**src/rtl/serial_pattern_tx.sv**
```systemverilog
// ---------------------------------------------------------------------------
// serial_pattern_tx
//   Serial bit-stream generator. It captures a parallel pattern, a bit count
//   and a repeat count, then shifts pattern[len-1:0] out MSB-first, one bit
//   per clock. It can insert an optional idle gap between repetitions.
//
// Parameters
//   WIDTH    - maximum pattern length in bits
//   LEN_W    - width of the length field (2**LEN_W > WIDTH)
//   REP_W    - width of the repeat-count field
//   GAP_CYC  - idle cycles inserted between repetitions (0 = back-to-back)
//   IDLE_BIT - level on dout_o whenever no pattern bit is being sent
//
// Ports
//   clk_i        - system clock, rising edge
//   rst_ni       - asynchronous active-low reset
//   start_i      - send request, sampled only in IDLE
//   pattern_i    - bits to send; the active field is pattern_i[len_i-1:0]
//   len_i        - bits per repetition, legal range 1..WIDTH
//   repeat_n_i   - extra repetitions after the first
//   abort_i      - synchronous cancel of a transfer in flight
//   dout_o       - registered serial data
//   bit_valid_o  - high while dout_o carries a pattern bit
//   busy_o       - high through the bits and gaps of a transfer
//   done_o       - one-cycle pulse after the final bit of the final repetition
// ---------------------------------------------------------------------------
module serial_pattern_tx #(
   parameter int WIDTH    = 8,
   parameter int LEN_W    = 4,
   parameter int REP_W    = 4,
   parameter int GAP_CYC  = 0,
   parameter bit IDLE_BIT = 1'b1
) (
   input  logic             clk_i,
   input  logic             rst_ni,
   input  logic             start_i,
   input  logic [WIDTH-1:0] pattern_i,
   input  logic [LEN_W-1:0] len_i,
   input  logic [REP_W-1:0] repeat_n_i,
   input  logic             abort_i,
   output logic             dout_o,
   output logic             bit_valid_o,
   output logic             busy_o,
   output logic             done_o
);

   localparam int               GAP_W    = (GAP_CYC > 1) ? $clog2(GAP_CYC) : 1;
   localparam logic [LEN_W-1:0] MAX_LEN  = LEN_W'(WIDTH);
   localparam logic [GAP_W-1:0] GAP_LAST = GAP_W'((GAP_CYC > 0) ? GAP_CYC - 1 : 0);
   localparam logic [WIDTH-1:0] ONE_HOT0 = WIDTH'(1);

   typedef enum logic [1:0] {
      S_IDLE,
      S_SHIFT,
      S_GAP,
      S_DONE
   } state_t;

   state_t           state_q;
   logic [WIDTH-1:0] pat_q;     // captured pattern
   logic [LEN_W-1:0] len_q;     // captured length
   logic [LEN_W-1:0] idx_q;     // index of the bit currently on dout_o
   logic [REP_W-1:0] rep_q;     // repetitions still to send after this one
   logic [GAP_W-1:0] gap_q;     // gap cycles remaining after this one
   logic             dout_q;
   logic             bit_valid_q;
   logic             busy_q;
   logic             done_q;

   logic             len_ok_d;
   logic             start_bit_d;
   logic             first_bit_d;
   logic             next_bit_d;

   // Bit select by a run-time index written as a masked reduction so every
   // bit of the source vector is used and no index-width mismatch arises.
   function automatic logic bit_at(input logic [WIDTH-1:0] v,
                                   input logic [LEN_W-1:0] i);
      return |(v & (ONE_HOT0 << i));
   endfunction

   assign len_ok_d    = (len_i != '0) && (len_i <= MAX_LEN);
   assign start_bit_d = bit_at(pattern_i, len_i - 1'b1);
   assign first_bit_d = bit_at(pat_q, len_q - 1'b1);
   assign next_bit_d  = bit_at(pat_q, idx_q - 1'b1);

   always_ff @(posedge clk_i or negedge rst_ni) begin
      if (!rst_ni) begin
         state_q     <= S_IDLE;
         pat_q       <= '0;
         len_q       <= '0;
         idx_q       <= '0;
         rep_q       <= '0;
         gap_q       <= '0;
         dout_q      <= IDLE_BIT;
         bit_valid_q <= 1'b0;
         busy_q      <= 1'b0;
         done_q      <= 1'b0;
      end else begin
         case (state_q)
            S_IDLE: begin
               done_q <= 1'b0;
               // abort beats a simultaneous start; bad lengths are dropped
               if (start_i && !abort_i && len_ok_d) begin
                  state_q     <= S_SHIFT;
                  pat_q       <= pattern_i;
                  len_q       <= len_i;
                  rep_q       <= repeat_n_i;
                  idx_q       <= len_i - 1'b1;
                  dout_q      <= start_bit_d;
                  bit_valid_q <= 1'b1;
                  busy_q      <= 1'b1;
               end
            end

            S_SHIFT: begin
               if (abort_i) begin
                  state_q     <= S_IDLE;
                  dout_q      <= IDLE_BIT;
                  bit_valid_q <= 1'b0;
                  busy_q      <= 1'b0;
               end else if (idx_q != '0) begin
                  idx_q  <= idx_q - 1'b1;
                  dout_q <= next_bit_d;
               end else if (rep_q != '0) begin
                  rep_q <= rep_q - 1'b1;
                  idx_q <= len_q - 1'b1;
                  if (GAP_CYC > 0) begin
                     state_q     <= S_GAP;
                     gap_q       <= GAP_LAST;
                     dout_q      <= IDLE_BIT;
                     bit_valid_q <= 1'b0;
                  end else begin
                     dout_q <= first_bit_d;
                  end
               end else begin
                  state_q     <= S_DONE;
                  dout_q      <= IDLE_BIT;
                  bit_valid_q <= 1'b0;
                  busy_q      <= 1'b0;
                  done_q      <= 1'b1;
               end
            end

            S_GAP: begin
               if (abort_i) begin
                  state_q <= S_IDLE;
                  busy_q  <= 1'b0;
               end else if (gap_q == '0) begin
                  // idx_q was already reloaded when the gap was entered
                  state_q     <= S_SHIFT;
                  dout_q      <= first_bit_d;
                  bit_valid_q <= 1'b1;
               end else begin
                  gap_q <= gap_q - 1'b1;
               end
            end

            S_DONE: begin
               state_q <= S_IDLE;
               done_q  <= 1'b0;
            end

            default: begin
               state_q     <= S_IDLE;
               dout_q      <= IDLE_BIT;
               bit_valid_q <= 1'b0;
               busy_q      <= 1'b0;
               done_q      <= 1'b0;
            end
         endcase
      end
   end

   assign dout_o      = dout_q;
   assign bit_valid_o = bit_valid_q;
   assign busy_o      = busy_q;
   assign done_o      = done_q;

endmodule
```
**config.mk**
```make
export PLATFORM = sky130hd
export DESIGN_NAME = serial_pattern_tx
export DESIGN_NICKNAME = d
export VERILOG_FILES = /design/src/rtl/serial_pattern_tx.sv
export SDC_FILE = /design/constraint.sdc
export NUM_CORES = 1
export LEC_CHECK = 0
export CORE_ASPECT_RATIO = 0.8
export CORE_MARGIN = 2
export CORE_UTILIZATION = 47
export DETAILED_ROUTE_END_ITERATION = 6
export PLACE_DENSITY = 0.79
export SETUP_SLACK_MARGIN = 0.15
export SKIP_CTS_REPAIR_TIMING = 1
export SLEW_MARGIN = 20
export SYNTH_ARGS = -nofsm -noshare
export SYNTH_HDL_FRONTEND = slang
export SYNTH_SLANG_ARGS = --single-unit
```
**constraint.sdc**
```tcl
create_clock -name clk_i -period 5.2 [get_ports clk_i]
set_input_delay 0.78 -clock clk_i [delete_from_list [all_inputs] [get_ports clk_i]]
set_output_delay 0.78 -clock clk_i [all_outputs]
set_load 0.01 [all_outputs]
```
* Word level (Yosys, flattened, before mapping)
Index checks and enable logic that the tools add are counted.
Operators by class: add/subtract/negate cells 5, equal/unequal tests 15, order comparisons 1, multiplexer cells 38, bitwise gates (word level) 4, reductions and logical operators 24, shift operators 3
Operator list (number):
- 4-bit two-way mux | 8
- 8-bit bitwise AND | 3
- 8-bit OR reduction | 3
- 1-bit by 4-bit left shift with 8-bit output, first input constant | 3
- 1-bit two-way mux | 17
- 2-bit != test, second input constant | 8
- 4-bit one-hot mux with 2 select lines | 2
- 4-bit AND reduction | 4
- 4-bit by 1-bit subtractor with 4-bit output, second input constant | 4
- 2-bit two-way mux | 6
- 3-bit != test, second input constant | 4
- 4-bit nonzero test | 3
- 5-bit AND reduction | 2
- 1-bit one-hot mux with 3 select lines | 3
- 2-bit one-hot mux with 4 select lines | 1
- 6-bit AND reduction | 1
- 2-bit equality test, second input constant | 2
- 4-bit less-or-equal comparator, second input constant | 1
- 2-bit AND reduction | 2
- 2-bit nonzero test | 2
- 1-bit logical AND | 3
- 3-bit nonzero test | 1
- 2-bit by 1-bit equality test with 1-bit output, second input constant | 1
- 2-bit logical NOT | 1
- other kinds (5) | 5
Storage, ports and cells: logic and storage cells 100, output and inout bits 4, register bits 27

* Longest topological paths before layout
depth after elaboration 8, gate-level depth with buffers 8

* Least setup slack after synthesis
Ideal clock, no wire load.
kind input-to-reg, start in len_i[0], end reg busy_q (netlist: busy_o), arrival 2.183 ns, setup time 0.128 ns, data required time 5.072 ns, path slack 2.889 ns, buffers on the path 0, stages on the path 7, path through inv_1 -> ha_1 -> nor2b_2 -> xnor2_2 -> a21boi_1 -> a2111oi_2 -> mux2_1
On the way: longest elaborated chain between the ends 5
RTL lines:
- start: declaration | RTL line 38 | input logic [LEN_W-1:0] len_i,
- 4-bit less-or-equal comparator or 4-bit nonzero test (tied branches) | RTL line 82 | assign len_ok_d = (len_i != '0) && (len_i <= MAX_LEN);
- 1-bit logical AND (*) | RTL line 82
- 1-bit logical AND (*) | RTL line 104 | if (start_i && !abort_i && len_ok_d) begin
- 2-bit != test (no source line) (*)
- 5-bit AND reduction (no source line) (*)
- end signal: assignment | RTL line 97 | busy_q <= 1'b0;
- end signal: assignment | RTL line 112 | busy_q <= 1'b1;
- end signal: assignment | RTL line 121 | busy_q <= 1'b0;
- end: declaration | RTL line 67 | logic busy_q;
Every way passes the cells marked *; elsewhere a longest branch is shown, timed or not. A chain may end at the register's enable or synchronous reset.

* Final worst setup path
start in len_i[0], end reg rep_q[2]
On the way: longest elaborated chain between the ends 5
RTL lines:
- 4-bit less-or-equal comparator or 4-bit nonzero test (tied branches) | RTL line 82
- 1-bit logical AND (*) | RTL line 82
- 1-bit logical AND (*) | RTL line 104
- 2-bit != test (no source line) (*)
- 5-bit AND reduction (no source line) (*)
- end signal: assignment | RTL line 108 | rep_q <= repeat_n_i;
- end signal: assignment | RTL line 126 | rep_q <= rep_q - 1'b1;
- end: declaration | RTL line 63 | logic [REP_W-1:0] rep_q;
Marked as above.

==> impl_metrics.yaml <==
timing:
  finalCriticalPeriod_ns: 3.118
  period_share: 0.5996
  tns_ns: 0
  finalWorstSetupSlack_ns: 2.082
  finalClockSkew_ns: 0.002893
  rsz0062_at_grt: "false"
  finalHoldViolCount: 0
  hold_ws_ns: 0.4914
  fmax_mhz: 320.7
  worst_slew_pin_slew_ns: 0.7163
  drv_slew: 0
  setup_viol: 0
  relSlewSlack: 0.5212
floorplanning:
  ios: 24
  core_region_area_um2: 3804
  fp.dieW_um: 74.44
  die_y_um: 60.35
  rows: 20
  start_util: 0.4905
  die-area_um2: 4492
critical_path:
  crit_path_cell_trace: "clkdlybuf4s50_1, inv_1, ha_1, nor2b_2, xnor2_2, nand3_1, or3_1, o221a_1"
  worstSetupEndpointType: "flop"
  worst-path-buf-inv: 2
  slowest_stage: "clkdlybuf4s50_1"
  cp_data_arrival_time_ns: 3.28
  cp_data_required_time_ns: 5.36
  worstSetupPathType: "in -> reg"
  path_delay_family: "simple AND/OR/NAND/NOR gates"
  cpPeakStageDelay_ns: 0.56
  crit_path_start_kind: "input pin"
  path_max_fanout: 16
pwr:
  peakVddDrop_mv: 0.2594
  p_per_area_nw_per_um2: 524.0
  power_leakage_nw: 0.9550
  total_power_w: 0.001152
hold_path:
  holdCritPathClass: "reg -> reg"
finish:
  ff_latch_area_um2: 651.9
  n_fill_cell: 344
  multiInputGateArea_um2: 1124
  insertedDiodeCount: 0
  areaGrowthSynthToFinish_pct: 17.84
  drive_gt1_frac: 0.1311
  postLayoutCoreUtil: 0.5780
  finalNetCount: 247
drt:
  wl_per_cell_um: 14.86
  route.met3.wl_um: 163
  wl_met1_um: 2042
  dr.pass1.iters: 4
  ant_nets: 0
  drc_errors: 0
  via_count: 1435
  viasPerCell: 5.498
  wl_um: 3878
  drt_iter0_markers: 76
  wl_met2_um: 1655
  maxUsedRoutingLayer: "met4"
synthesis:
  syn_area_um2: 1866
  synth-edff-count: 0
  synth_ff_type: "dfrtp_1"
  yosys.area.top_type: "dfrtp_1"
  synthTopCellsByCount: "25 x dfrtp_1, 20 x ha_1, 14 x a21oi_1, 13 x nor2_1"
  synth_seq_cells: 26
  async_reset_ff_frac: 1.000
  muxShareOfSynthArea: 0.09323
  yosysSeqAreaShare: 0.3494
  synth_compound_area_frac: 0.2166
  ys_types: 48
  synth_warnings: 0
  yosysMostFrequentCell: "dfrtp_1"
  synth_xor_xnor_area_share: 0.03219
  synthSimpleGateAreaFrac: 0.1261
  synth_top_family_by_area: "compound AO/OA/AOI/OAI gates"
  syn-num-nets: 224
  yosys-top-cells-area: "dfrtp_1 34%, ha_1 13%, mux2_2 6.0%"
  syn_area_per_cell_um2: 10.14
  synth_fa_ha_area_frac: 0.1341
  synthCells: 184
  yosysTopAreaCellShare: 0.3353
cts:
  cts_buffer_depth: 2
  tritoncts: "yes"
  clk_latency_ns: 0.27
  cts.sinks: 26
  clk_pin_slew_ns: 0.09
  clockRootBuffer: "clkbuf_8"
  h-tree-depth: 1
  cts_buffers: 3
grt:
  grt.overflow.total: 0
  grt_max_degree: 27
  grt_pass1_wl_um: 6603
  grt_pass1_vias: 1382
  antenna_found_initial: 0
  track_usage: 0.1923
place:
  dp_hpwl_um: 2959
  pre_cts_ws_ns: 1.831
  io_buffer_count: 23
  gp_congestion: 0.8144
run_status:
  status: "complete, no violations"
flow_run:
  drv_cap: 0
-- cell usage in the layout (no fill, tap or decap), types with 2 or more instances in the layout --
cell type | Yosys | routed
dfrtp_1 | 25 | 25
clkdlybuf4s50_1 | 0 | 23
ha_1 | 20 | 20
a21oi_1 | 14 | 14
nor2_1 | 13 | 13
inv_1 | 12 | 12
a22oi_1 | 12 | 12
mux2_2 | 10 | 10
nand2_1 | 7 | 7
o21ai_0 | 7 | 7
mux2i_1 | 5 | 5
nor3_1 | 4 | 4
nor2b_1 | 3 | 3
nand3_1 | 3 | 3
a31oi_1 | 3 | 3
xor2_1 | 3 | 3
o211ai_1 | 3 | 3
clkbuf_8 | 0 | 3
a22o_1 | 2 | 2
and2_1 | 2 | 2
xnor2_1 | 2 | 2
or3_1 | 2 | 2
o221a_1 | 2 | 2
o2111ai_1 | 2 | 2
-- final cells by class --
class | instances | share of cell area
clock inverters | 1 | 0.01366
multi-input cells | 140 | 0.5111
inverters | 12 | 0.02049
repair buffers | 24 | 0.1081
well taps | 55 | 0.03130
clock buffers | 3 | 0.01878
flip-flops and latches | 26 | 0.2965
-- final timing paths --
| path | start | to | slack, ns | depth (start not counted) |
|---|---|---|---|---|
| worst min-delay path | busy_o | busy_o | 0.49 | 1 |
| min in group asynchronous | rst_ni | busy_o | 0.86 | 2 |
| worst min register to register | busy_o | busy_o | 0.49 | 1 |
| worst max register to register | state_q[1] | rep_q[3] | 2.82 | 7 |
| worst max-delay path | len_i[0] | rep_q[2] | 2.08 | 8 |
| max in group asynchronous | rst_ni | dout_o | 4.04 | 2 |
-- per-stage QoR --
stage / cells / instance area [µm²]
floorplan: 184 / 1866
global placement: 257 / 2127
detailed placement: 257 / 2127
CTS: 261 / 2198
global route: 261 / 2198
finish: 261 / 2198
-- layer usage --
layer / vias up / GRT usage
met5: - / 0
met1: 684 / 0.3008
li1: 722 / -
met2: 27 / 0.2870
met4: 0 / 0.01531
met3: 2 / 0.03987
-- flip-flops by register name (all words and copies together), names as in the netlist --
register	count
idx_q	4
rep_q	4
bit_valid_o	1
pat_q	8
len_q	4
state_q	2
busy_o	1
dout_o	1
done_o	1
-- worst register-to-register path: cells and delay by family (launching register included) --
family | cells | cell delay [ns]
and+or+nand+nor | 1 | 0.16
adders and majority gates | 1 | 0.51
buffers and inverters | 2 | 0.45
DFF | 1 | 0.44
AOI/OAI and AO/OA | 3 | 0.71
-- kinds of logic after synthesis --
kind of cell / after synthesis
compound gates: 56
simple gates: 42
flops: 26
fa+ha+maj: 20
buf+inv: 18
mux: 16
xor+xnor: 6
-- report_power, final --
group | leakage (nW) | switching [W] | internal (W)
combinational | 0.607 | 0.000302 | 0.000280
clock | 0.0357 | 0.0000642 | 0.000103
sequential | 0.313 | 0.000104 | 0.000299
Power figures use the tool's default switching activity.
==> edit (config.mk and constraints unchanged) <==
Re-encode `state_t` (4 states) as one-hot, 4 bits wide.
--- a/src/rtl/serial_pattern_tx.sv
+++ b/src/rtl/serial_pattern_tx.sv
@@ -50,9 +50,9 @@
    localparam logic [WIDTH-1:0] ONE_HOT0 = WIDTH'(1);
 
-   typedef enum logic [1:0] {
-      S_IDLE,
-      S_SHIFT,
-      S_GAP,
-      S_DONE
+   typedef enum logic [3:0] {
+      S_IDLE  = 4'b0001,
+      S_SHIFT = 4'b0010,
+      S_GAP   = 4'b0100,
+      S_DONE  = 4'b1000
    } state_t;
 
Function: same outputs for any inputs over 10 cycles, from zero or initial values and one cycle with rst_ni low; not proved beyond that.
==> edit against the unedited design <==
Sequential cell count stayed put. Via count is 0.70% lower. Final area is 8.5% lower. Setup slack better by 0.010 ns. Synthesized area is 8.5% lower. Worst hold slack better by 0.028 ns. Routed wire length is 2.4% lower. Largest cell class unchanged. Highest routed layer unchanged.
Power is not compared: it rests on default switching activity, and its combinational part moved more than twofold at a synthesized area within 25%.
==> edit: results (changes against the unedited design) <==
stage,metric,value,unit,change
synthesis,synthMuxAreaShare,0.0132,,-0.0800
placed_design,place_worst_setup_slack,1.87,ns,+0.0388 ns
synthesis,yosysSeqAreaShare,0.382,,+0.0330
global_routing,grt_pass1_vias,1418,,+2.6%
critical_path,reg2reg_slack,2.89,ns,+0.07 ns
route,vias,1425,,-0.70%
placed_design,place.gp.congestion,0.845,,+3.7%
finish,drive_above_1_share,0.0660,,-0.0650
global_routing,track_usage,0.205,,+0.0129
synthesis,synth_commonest_cells,"nand2_1 (39), dfrtp_1 (24), ha_1 (16), nor2_1 (15), a22oi_1 (10)",,
critical_path,critical_path.max_stage_delay,0.66,ns,+0.10 ns
route,drt_wl_total,3780,µm,-2.4%
placed_design,placed_area,1960,µm²,-8.1%
synthesis,synthXorXnorAreaFrac,0.0359,,+0.00370
critical_path,reg2reg_from,state_q[0],,
global_routing,grt_pass1_wl,6610,µm,+0.11%
placed_design,dpl.hpwl,2870,µm,-3.0%
global_routing,grt_max_degree,20,,-26%
critical_path,r2r_end,idx_q[3],,
synthesis,synth_cell_types,41,,-15%
critical_path,critPathArrivalTime,3.27,ns,about the same
status,status,"complete, no violations",,
critical_path,worstPathMaxFanout,18,,+2
sta,skew,0.00487,ns,+0.00198 ns
critical_path,r2r_cells,5,,-2
edit: area by class of cell:
class | count | area [µm²]
Timing Repair Buffer | 24 | 238
Multi-Input combinational cell | 149 | 978
Sequential cell | 26 | 653
Inverter | 9 | 33.8
Fill cell | 292 | 1440
Clock buffer | 4 | 55.1
Tap cell | 42 | 52.6
edit: worst max-delay path by stage:
stage / cells after the start / to / slack, ns
floorplan: 10 / idx_q[0] / 2.96
detailed placement: 8 / idx_q[3] / 1.87
global placement: 8 / idx_q[3] / 1.94
finish: 8 / idx_q[3] / 2.09
CTS: 8 / idx_q[3] / 2.12
global route: 9 / idx_q[1] / 1.85
edit: stage by stage:
step | cells | hold WS [ns]
floorplan | 190 | 0.467
global placement | 250 | 0.490
detailed placement | 250 | 0.506
CTS | 254 | 0.527
global route | 254 | 0.554
finish | 254 | 0.519
edit: worst max-delay path: cells and delay by family:
family,cells,cell delay (ns)
xor+xnor,1,0.25
simple gates,2,0.81
compound gates,2,0.51
fa+ha+maj,1,0.23
buf+inv,2,0.69
edit: logic make-up after synthesis:
logic type | after synthesis
adder cells (fa/ha/maj) | 16
XOR/XNOR | 7
flip-flops | 26
AO/OA/AOI/OAI | 43
buffers and inverters | 15
multiplexers | 2
AND/OR/NAND/NOR | 81
edit: power by group:
group / switching, µW / total, µW / internal (µW) / leakage [µW]
Clock: 65.5 / 133 / 67.8 / 0.0000288
Sequential: 50.6 / 300 / 249 / 0.000318
Combinational: 115 / 217 / 102 / 0.000576
Total: 231 / 650 / 419 / 0.000922
edit: routing by layer:
layer  share of wire  global-route usage  up-vias  routed length (µm)
met2            0.43               0.302       40                1630
met1            0.51               0.314      679                1940
met4           0.010              0.0512        0                  38
li1                -                   -      704                   -
met5               0                   0        -                   0
met3           0.047              0.0365        2                 177
